[src/rtl/uart_rx_fifo_if.sv]
// uart_rx_fifo_if: pop-side bus of the UART receive FIFO (status flags, head byte, pop/clear strobes)
interface uart_rx_fifo_if #(parameter int FIFO_DEPTH = 16);
   logic                              rd_en_i;
   logic                              clear_err_i;
   logic [7:0]                        data_o;
   logic                              valid_o;
   logic [$clog2(FIFO_DEPTH+1)-1:0]   count_o;
   logic                              frame_err_o;
   logic                              overflow_o;
   modport master (output rd_en_i, clear_err_i, input data_o, valid_o, count_o, frame_err_o, overflow_o);
   modport slave (input rd_en_i, clear_err_i, output data_o, valid_o, count_o, frame_err_o, overflow_o);
endinterface

[src/rtl/uart_rx_fifo.sv]
// uart_rx_fifo: 8N1 UART receiver feeding a first-word-fall-through FIFO with sticky error flags
module uart_rx_fifo #(
   parameter int CLK_FREQ   = 50000000,
   parameter int BAUD_RATE  = 115200,
   parameter int FIFO_DEPTH = 16
) (
   input  logic clk_i,
   input  logic reset_i,
   input  logic uart_rx_i,
   uart_rx_fifo_if.slave bus
);
   localparam int CLKS_PER_BIT = CLK_FREQ / BAUD_RATE;
   localparam int HALF_BIT     = CLKS_PER_BIT / 2;
   localparam int CW = $clog2(CLKS_PER_BIT);
   localparam int PW = $clog2(FIFO_DEPTH);
   localparam int NW = $clog2(FIFO_DEPTH + 1);
   localparam logic [CW-1:0] BIT_LAST  = CW'(CLKS_PER_BIT - 1);
   localparam logic [CW-1:0] HALF_LAST = CW'(HALF_BIT - 1);
   localparam logic [NW-1:0] FULL      = NW'(FIFO_DEPTH);
   typedef enum logic [2:0] {IDLE, START, DATA, STOP, WAIT_IDLE} state_t;
   state_t          state, state_n;
   logic            rx_meta, rx_s;
   logic [CW-1:0]   cnt;
   logic [2:0]      bit_idx;
   logic [7:0]      shreg;
   logic [7:0]      mem [FIFO_DEPTH];
   logic [PW-1:0]   wr_ptr, rd_ptr;
   logic [NW-1:0]   count;
   logic            frame_err, overflow;
   logic            bit_end, push, ferr_set, pop, wr, full;
   assign bit_end  = cnt == BIT_LAST;
   assign push     = state == STOP && bit_end && rx_s;
   assign ferr_set = state == STOP && bit_end && !rx_s;
   assign full     = count == FULL;
   assign pop      = bus.rd_en_i && count != '0;
   // a full FIFO still accepts a byte when the same edge frees a slot
   assign wr       = push && (!full || pop);
   always_comb begin
      state_n = state;
      case (state)
         IDLE:      state_n = rx_s ? IDLE : START;
         START:     if (cnt == HALF_LAST) state_n = rx_s ? IDLE : DATA;
         DATA:      if (bit_end && bit_idx == 3'd7) state_n = STOP;
         STOP:      if (bit_end) state_n = rx_s ? IDLE : WAIT_IDLE;
         WAIT_IDLE: state_n = rx_s ? IDLE : WAIT_IDLE;
         default:   state_n = IDLE;
      endcase
   end
   always_ff @(posedge clk_i or posedge reset_i) begin
      if (reset_i) begin
         rx_meta   <= 1'b1;
         rx_s      <= 1'b1;
         state     <= IDLE;
         cnt       <= '0;
         bit_idx   <= '0;
         shreg     <= '0;
         wr_ptr    <= '0;
         rd_ptr    <= '0;
         count     <= '0;
         frame_err <= 1'b0;
         overflow  <= 1'b0;
      end else begin
         rx_meta   <= uart_rx_i;
         rx_s      <= rx_meta;
         state     <= state_n;
         cnt       <= (state_n != state || bit_end) ? '0 : cnt + 1'b1;
         bit_idx   <= state == START ? 3'd0 : (state == DATA && bit_end) ? bit_idx + 3'd1 : bit_idx;
         shreg     <= (state == DATA && bit_end) ? {rx_s, shreg[7:1]} : shreg;
         wr_ptr    <= wr ? wr_ptr + 1'b1 : wr_ptr;
         rd_ptr    <= pop ? rd_ptr + 1'b1 : rd_ptr;
         count     <= (wr && !pop) ? count + 1'b1 : (!wr && pop) ? count - 1'b1 : count;
         frame_err <= ferr_set || (frame_err && !bus.clear_err_i);
         overflow  <= (push && full && !pop) || (overflow && !bus.clear_err_i);
      end
   end
   always_ff @(posedge clk_i) begin
      if (wr) mem[wr_ptr] <= shreg;
   end
   assign bus.data_o      = count != '0 ? mem[rd_ptr] : 8'h00;
   assign bus.valid_o     = count != '0;
   assign bus.count_o     = count;
   assign bus.frame_err_o = frame_err;
   assign bus.overflow_o  = overflow;
endmodule

[src/flat_wrapper.sv]
// flat-port wrapper written by rule: the top's interface ports become plain ports
module uart_rx_fifo_flat 
#(
   parameter int CLK_FREQ   = 50000000,
   parameter int BAUD_RATE  = 115200,
   parameter int FIFO_DEPTH = 16
)
  (clk_i, reset_i, uart_rx_i, bus_rd_en_i, bus_clear_err_i, bus_data_o, bus_valid_o, bus_count_o, bus_frame_err_o, bus_overflow_o);
  uart_rx_fifo_if #(.FIFO_DEPTH(FIFO_DEPTH)) bus_i ();
  input  logic clk_i;
  input  logic reset_i;
  input  logic uart_rx_i;
  input wire logic [$bits(bus_i.rd_en_i)-1:0] bus_rd_en_i;
  input wire logic [$bits(bus_i.clear_err_i)-1:0] bus_clear_err_i;
  output wire logic [$bits(bus_i.data_o)-1:0] bus_data_o;
  output wire logic [$bits(bus_i.valid_o)-1:0] bus_valid_o;
  output wire logic [$bits(bus_i.count_o)-1:0] bus_count_o;
  output wire logic [$bits(bus_i.frame_err_o)-1:0] bus_frame_err_o;
  output wire logic [$bits(bus_i.overflow_o)-1:0] bus_overflow_o;
  assign bus_i.rd_en_i = bus_rd_en_i;
  assign bus_i.clear_err_i = bus_clear_err_i;
  assign bus_data_o = bus_i.data_o;
  assign bus_valid_o = bus_i.valid_o;
  assign bus_count_o = bus_i.count_o;
  assign bus_frame_err_o = bus_i.frame_err_o;
  assign bus_overflow_o = bus_i.overflow_o;
  uart_rx_fifo #(.CLK_FREQ(CLK_FREQ), .BAUD_RATE(BAUD_RATE), .FIFO_DEPTH(FIFO_DEPTH)) u_core (.clk_i(clk_i), .reset_i(reset_i), .uart_rx_i(uart_rx_i), .bus(bus_i));
endmodule
[config.mk]
export PLATFORM = sky130hd
export DESIGN_NAME = uart_rx_fifo_flat
export DESIGN_NICKNAME = d
export VERILOG_FILES = /design/src/rtl/uart_rx_fifo_if.sv /design/src/rtl/uart_rx_fifo.sv /design/src/flat_wrapper.sv
export SDC_FILE = /design/constraint.sdc
export NUM_CORES = 1
export LEC_CHECK = 0
export ABC_AREA = 1
export CORE_AREA = 2 2 111 156
export DETAILED_ROUTE_END_ITERATION = 12
export DIE_AREA = 0 0 113 158
export SETUP_SLACK_MARGIN = 0.3
export SLEW_MARGIN = 30
export SYNTH_ARGS = -nofsm -noshare
export SYNTH_HDL_FRONTEND = slang
export SYNTH_SLANG_ARGS = --single-unit
[constraint.sdc]
create_clock -name clk_i -period 2.9 [get_ports clk_i]
set_input_delay 0.58 -clock clk_i [delete_from_list [all_inputs] [get_ports clk_i]]
set_output_delay 0.58 -clock clk_i [all_outputs]
set_load 0.02 [all_outputs]
==> metrics.log <==
[metrics] xor/xnor cell area share of the yosys netlist: under 10%
[metrics] data required time at the worst endpoint: approximately 2300 ps
[metrics] total standard cell area after synthesis: around 7300 sq um
[metrics] max capacitance violation total: 0
[metrics] fraction of power consumed by combinational cells: 31.7%
[metrics] main combinational cell family by area after synthesis: simple AND/OR/NAND/NOR gates
[metrics] iteration-0 DRC count of the detailed router: between 300 and 400
[metrics] filler cell count in the final layout: ~1,400
[metrics] total power: 7230 uW
[metrics] Synth Warn #: 0
[metrics] library cell occupying the most area in the post-synthesis netlist: sky130_fd_sc_hd__edfxtp_1
[metrics] switching power of the nets: between 2000 and 2500 uW
[metrics] vias: slightly below 5,000
[metrics] commonest non-fill, non-tap cell in the layout: sky130_fd_sc_hd__nand2_1
[metrics] final HPWL from detailed placement: 9830 um
[metrics] result of the run: finished with violations
[metrics] post-detailed-route wirelength per cell: 16.9 um
[metrics] Die W: between 100 and 150 um
[metrics] Synth Area in Compound Gates: 1.81%
[metrics] cell repeated most along the worst path: sky130_fd_sc_hd__nand2_1
[metrics] slew margin rel.: roughly 51%
[metrics] number of clock sinks: 168
[metrics] first-pass GRT wire length: 25,000 um
[metrics] total die area: about 18,000 sq um
[metrics] power per cell area: between 800 and 900 nW/um^2
[metrics] Fmax: between 0.3 and 0.4 GHz
[metrics] area fraction in and, or, nand and nor cells after synthesis: between 20% and 30%
[metrics] aggregate global-route resource usage: ~18%
[metrics] count of standard-cell rows: between 50 and 60
[metrics] setup repair after global routing missed its margin: true
[metrics] Synth cell types: 32
[metrics] final period demand of the worst path: between 2000 and 3000 ps
[metrics] area grow syn2layout: 18.7%
[metrics] Final nets: 741
[metrics] violations in the final reports: design-rule violations
[metrics] H-tree Lvls: 4
[metrics] Primary FF master, synth: sky130_fd_sc_hd__edfxtp_1
[metrics] Synth async-reset ratio: between 20% and 30%
[metrics] most area-consuming cells after synthesis: sky130_fd_sc_hd__edfxtp_1 (52%), sky130_fd_sc_hd__dfrtp_1 (13%), sky130_fd_sc_hd__nand2_1 (11%)
[metrics] crit-path max FO: 17
[metrics] relative contribution of the clock network to total power: a little under a third
[metrics] maximum count of clock buffers along a single path: 2
[metrics] startpoint type of the worst setup path: flip-flop
[metrics] sort of element at the end of the critical path: output pin
[metrics] fraction of power spent switching nets: 32.7%
[metrics] length of the first detailed-routing pass in iterations: 11
[metrics] setup tns final: 0 ps
[metrics] Initial Utilization: approximately 44%
[metrics] I/O pin count: 21
[metrics] Final WS setup: about 390 ps
[metrics] total leakage power: ~0.0037 uW
[metrics] number of synthesized flops with an enable pin: approximately 130
[metrics] Least-Margin Pin Slew: 734 ps
[metrics] sequential fraction of the synthesis area: around two thirds
[metrics] buffers added on ports: 20
[metrics] cell with the biggest individual delay on the critical path: sky130_fd_sc_hd__dfrtp_2
[metrics] Setup Slack @ Placement: about 180 ps
[metrics] worst ir drop on vdd: between 0.4 and 0.5 mV
[metrics] Setup CP Type: reg -> out
[metrics] CTS buffer count: 17
[metrics] most used cells in the layout excluding fill and tap cells: sky130_fd_sc_hd__nand2_1 (204), sky130_fd_sc_hd__edfxtp_1 (128), sky130_fd_sc_hd__nand3_1 (106), sky130_fd_sc_hd__nor2_1 (42), sky130_fd_sc_hd__dfrtp_1 (37)
[metrics] HP Class: reg -> reg
[metrics] DRC violations left: 2
[metrics] n_diodes: 0
[metrics] share of final-layout standard cells stronger than drive strength 1: 16.8%
[metrics] largest net degree at the start of global routing: 41
[metrics] sequential group share of total power: between 30% and 40%
[metrics] Int Power: about 4900 uW
[metrics] Core Region: between 15,000 and 20,000 sq um
[metrics] die height: around 160 um
[metrics] critical path cell sequence: clkinv_4 -> buf_12 -> nand2_1 -> nand3_1 -> nand3_1 -> nand2_1 -> nand2_1 -> a21oi_2 -> buf_4
[metrics] final period utilization: ~87%
[metrics] Max Slew Vio Count: 0
[metrics] crit-path max cell delay: 470 ps
[metrics] placer's final routability congestion estimate: 0.873
[metrics] Worst-path clk slew: ~60 ps
[metrics] post-detailed-route via-to-cell ratio: between 5 and 6
[metrics] total wire length: around 16,000 um
[metrics] number of antenna violations at the first check in global routing: 0
[metrics] TritonCTS clock tree: done
[metrics] latest clock arrival within the worst-skew pair: between 400 and 500 ps
[metrics] multiplexer fraction of the synthesized cell area: under 10%
[metrics] proportion of netlist area held by the largest area contributor: 52.5%
[metrics] count of endpoints failing setup in the final report: 0
[metrics] mean cell area of the mapped netlist: roughly 11 sq um
[metrics] Final Hold Viols: 0
[metrics] count of state elements after synthesis: around 170
[metrics] clk_skew: between 9 and 10 ps
[metrics] number of global-route vias before repair: ~4,800
[metrics] post-synthesis cell count: roughly 670
[metrics] Detail Route Antenna Nets: 0
[metrics] data arrival time of the critical path: 1930 ps
[metrics] Adder-Cell Fraction of Synth Area: ~2.7%
[metrics] Post-Synthesis Net Count: 691
[metrics] cell at the root of the clock tree: sky130_fd_sc_hd__clkbuf_16
[metrics] GRT Residual Overflow: 0
[metrics] CTS hold repair buffers: 0
## flip-flops by register name, indices dropped and copies added (netlist names)
register,flops
u_core.mem,128
u_core.state,3
u_core.bus.frame_err_o,1
u_core.bus.overflow_o,1
u_core.cnt,9
u_core.rd_ptr,4
u_core.wr_ptr,4
u_core.bus.count_o,5
u_core.shreg,8
u_core.rx_meta,1
u_core.rx_s,1
u_core.bit_idx,3
## power by group through the flow
stage | combinational [uW] | sequential (uW) | clock [uW]
2_1_floorplan | 1240 | 2780 | 0
3_3_place_gp | 1980 | 2770 | 0
3_5_place_dp | 2010 | 2770 | 0
4_1_cts | 2090 | 2730 | 2230
5_1_grt | 2490 | 2750 | 2350
6_report | 2290 | 2740 | 2200
## synth_stat cells, types with 2 or more instances
cell type and count:
sky130_fd_sc_hd__dfrtp_1 38, sky130_fd_sc_hd__nand3_4 2, sky130_fd_sc_hd__o22ai_1 2, sky130_fd_sc_hd__nand2_4 5
sky130_fd_sc_hd__xnor2_1 2, sky130_fd_sc_hd__mux2_4 2, sky130_fd_sc_hd__buf_1 3, sky130_fd_sc_hd__buf_6 2
sky130_fd_sc_hd__nor2_2 4, sky130_fd_sc_hd__a21oi_1 12, sky130_fd_sc_hd__mux2_2 5, sky130_fd_sc_hd__clkbuf_1 8
sky130_fd_sc_hd__xor2_1 12, sky130_fd_sc_hd__nor2_1 43, sky130_fd_sc_hd__edfxtp_1 128, sky130_fd_sc_hd__buf_2 14
sky130_fd_sc_hd__dfstp_2 2, sky130_fd_sc_hd__o21ai_0 8, sky130_fd_sc_hd__nor3_1 3, sky130_fd_sc_hd__nand2_1 207
sky130_fd_sc_hd__clkinv_1 2, sky130_fd_sc_hd__inv_1 34, sky130_fd_sc_hd__a31oi_1 2, sky130_fd_sc_hd__nand2_2 2
sky130_fd_sc_hd__nand3_1 109, sky130_fd_sc_hd__ha_1 14
## critical path: cells and delay by family (launching register included)
kind / cells / cell delay [ps]
AOI/OAI and AO/OA: 1 / 150
DFF: 1 / 470
buffers and inverters: 3 / 430
and+or+nand+nor: 5 / 480
## logic make-up after synthesis
family,count (synthesis)
buf+inv,64
mux,7
fa+ha+maj,15
simple gates,377
flops,168
compound gates,25
xor+xnor,15
## path summary, 6_finish.rpt
check | from | to | slack (ps) | cells past startpoint
setup / recovery | u_core.rd_ptr[0]$_DFFE_PP0N_ | bus_data_o[5] | 390 | 9
hold / removal | u_core.rx_meta$_DFF_PP1_ | u_core.rx_s$_DFF_PP1_ | 360 | 0
setup reg to reg | u_core.cnt[1]$_DFF_PP0_ | u_core.bus.count_o[4]$_DFFE_PP0P_ | 410 | 17
hold reg to reg | u_core.rx_meta$_DFF_PP1_ | u_core.rx_s$_DFF_PP1_ | 360 | 0
max in group asynchronous | reset_i | u_core.rd_ptr[0]$_DFFE_PP0N_ | 1920 | 3
min in group asynchronous | reset_i | u_core.bus.overflow_o$_DFF_PP0_ | 590 | 3
## cell type report
class                      instances  area (sq um)  area share (%)
clock buffer                      21           460            5.29
clock inverter                    11           121            1.39
inverter                          37           146            1.68
multi-input combinational        439          2290            26.4
sequential                       168          4850            55.7
tap                              203           254            2.92
timing repair buffer              58           577            6.63
## what timing repair did
| item | 4_1_cts | 5_1_grt |
|---|---|---|
| cloned | 2 | 0 |
| setup buffers | 1 | 7 |
| endpoints found under the setup margin | 9 | 10 |
| pin swaps | 1 | 12 |
| resized for setup | 33 | 39 |
| endpoints found under the hold margin | 0 | 0 |
## per-layer routing
metal / part of all wire (%) / global-route usage, %
met5: 0 / 0
met2: 53 / 32.2
met4: 1.1 / 6.33
met1: 42 / 23.1
met3: 4.2 / 3.14
## through the flow
stage               util, %  area (sq um)  hold WS, ps  std cells
finish                 52.6          8700          356        937
global route           52.6          8700          364        937
CTS                    51.5          8520          358        930
detailed placement     47.7          7890          349        895
global placement       47.7          7890          347        895
floorplan                 -          7330          345        671
(Power assumes the default switching activity.)
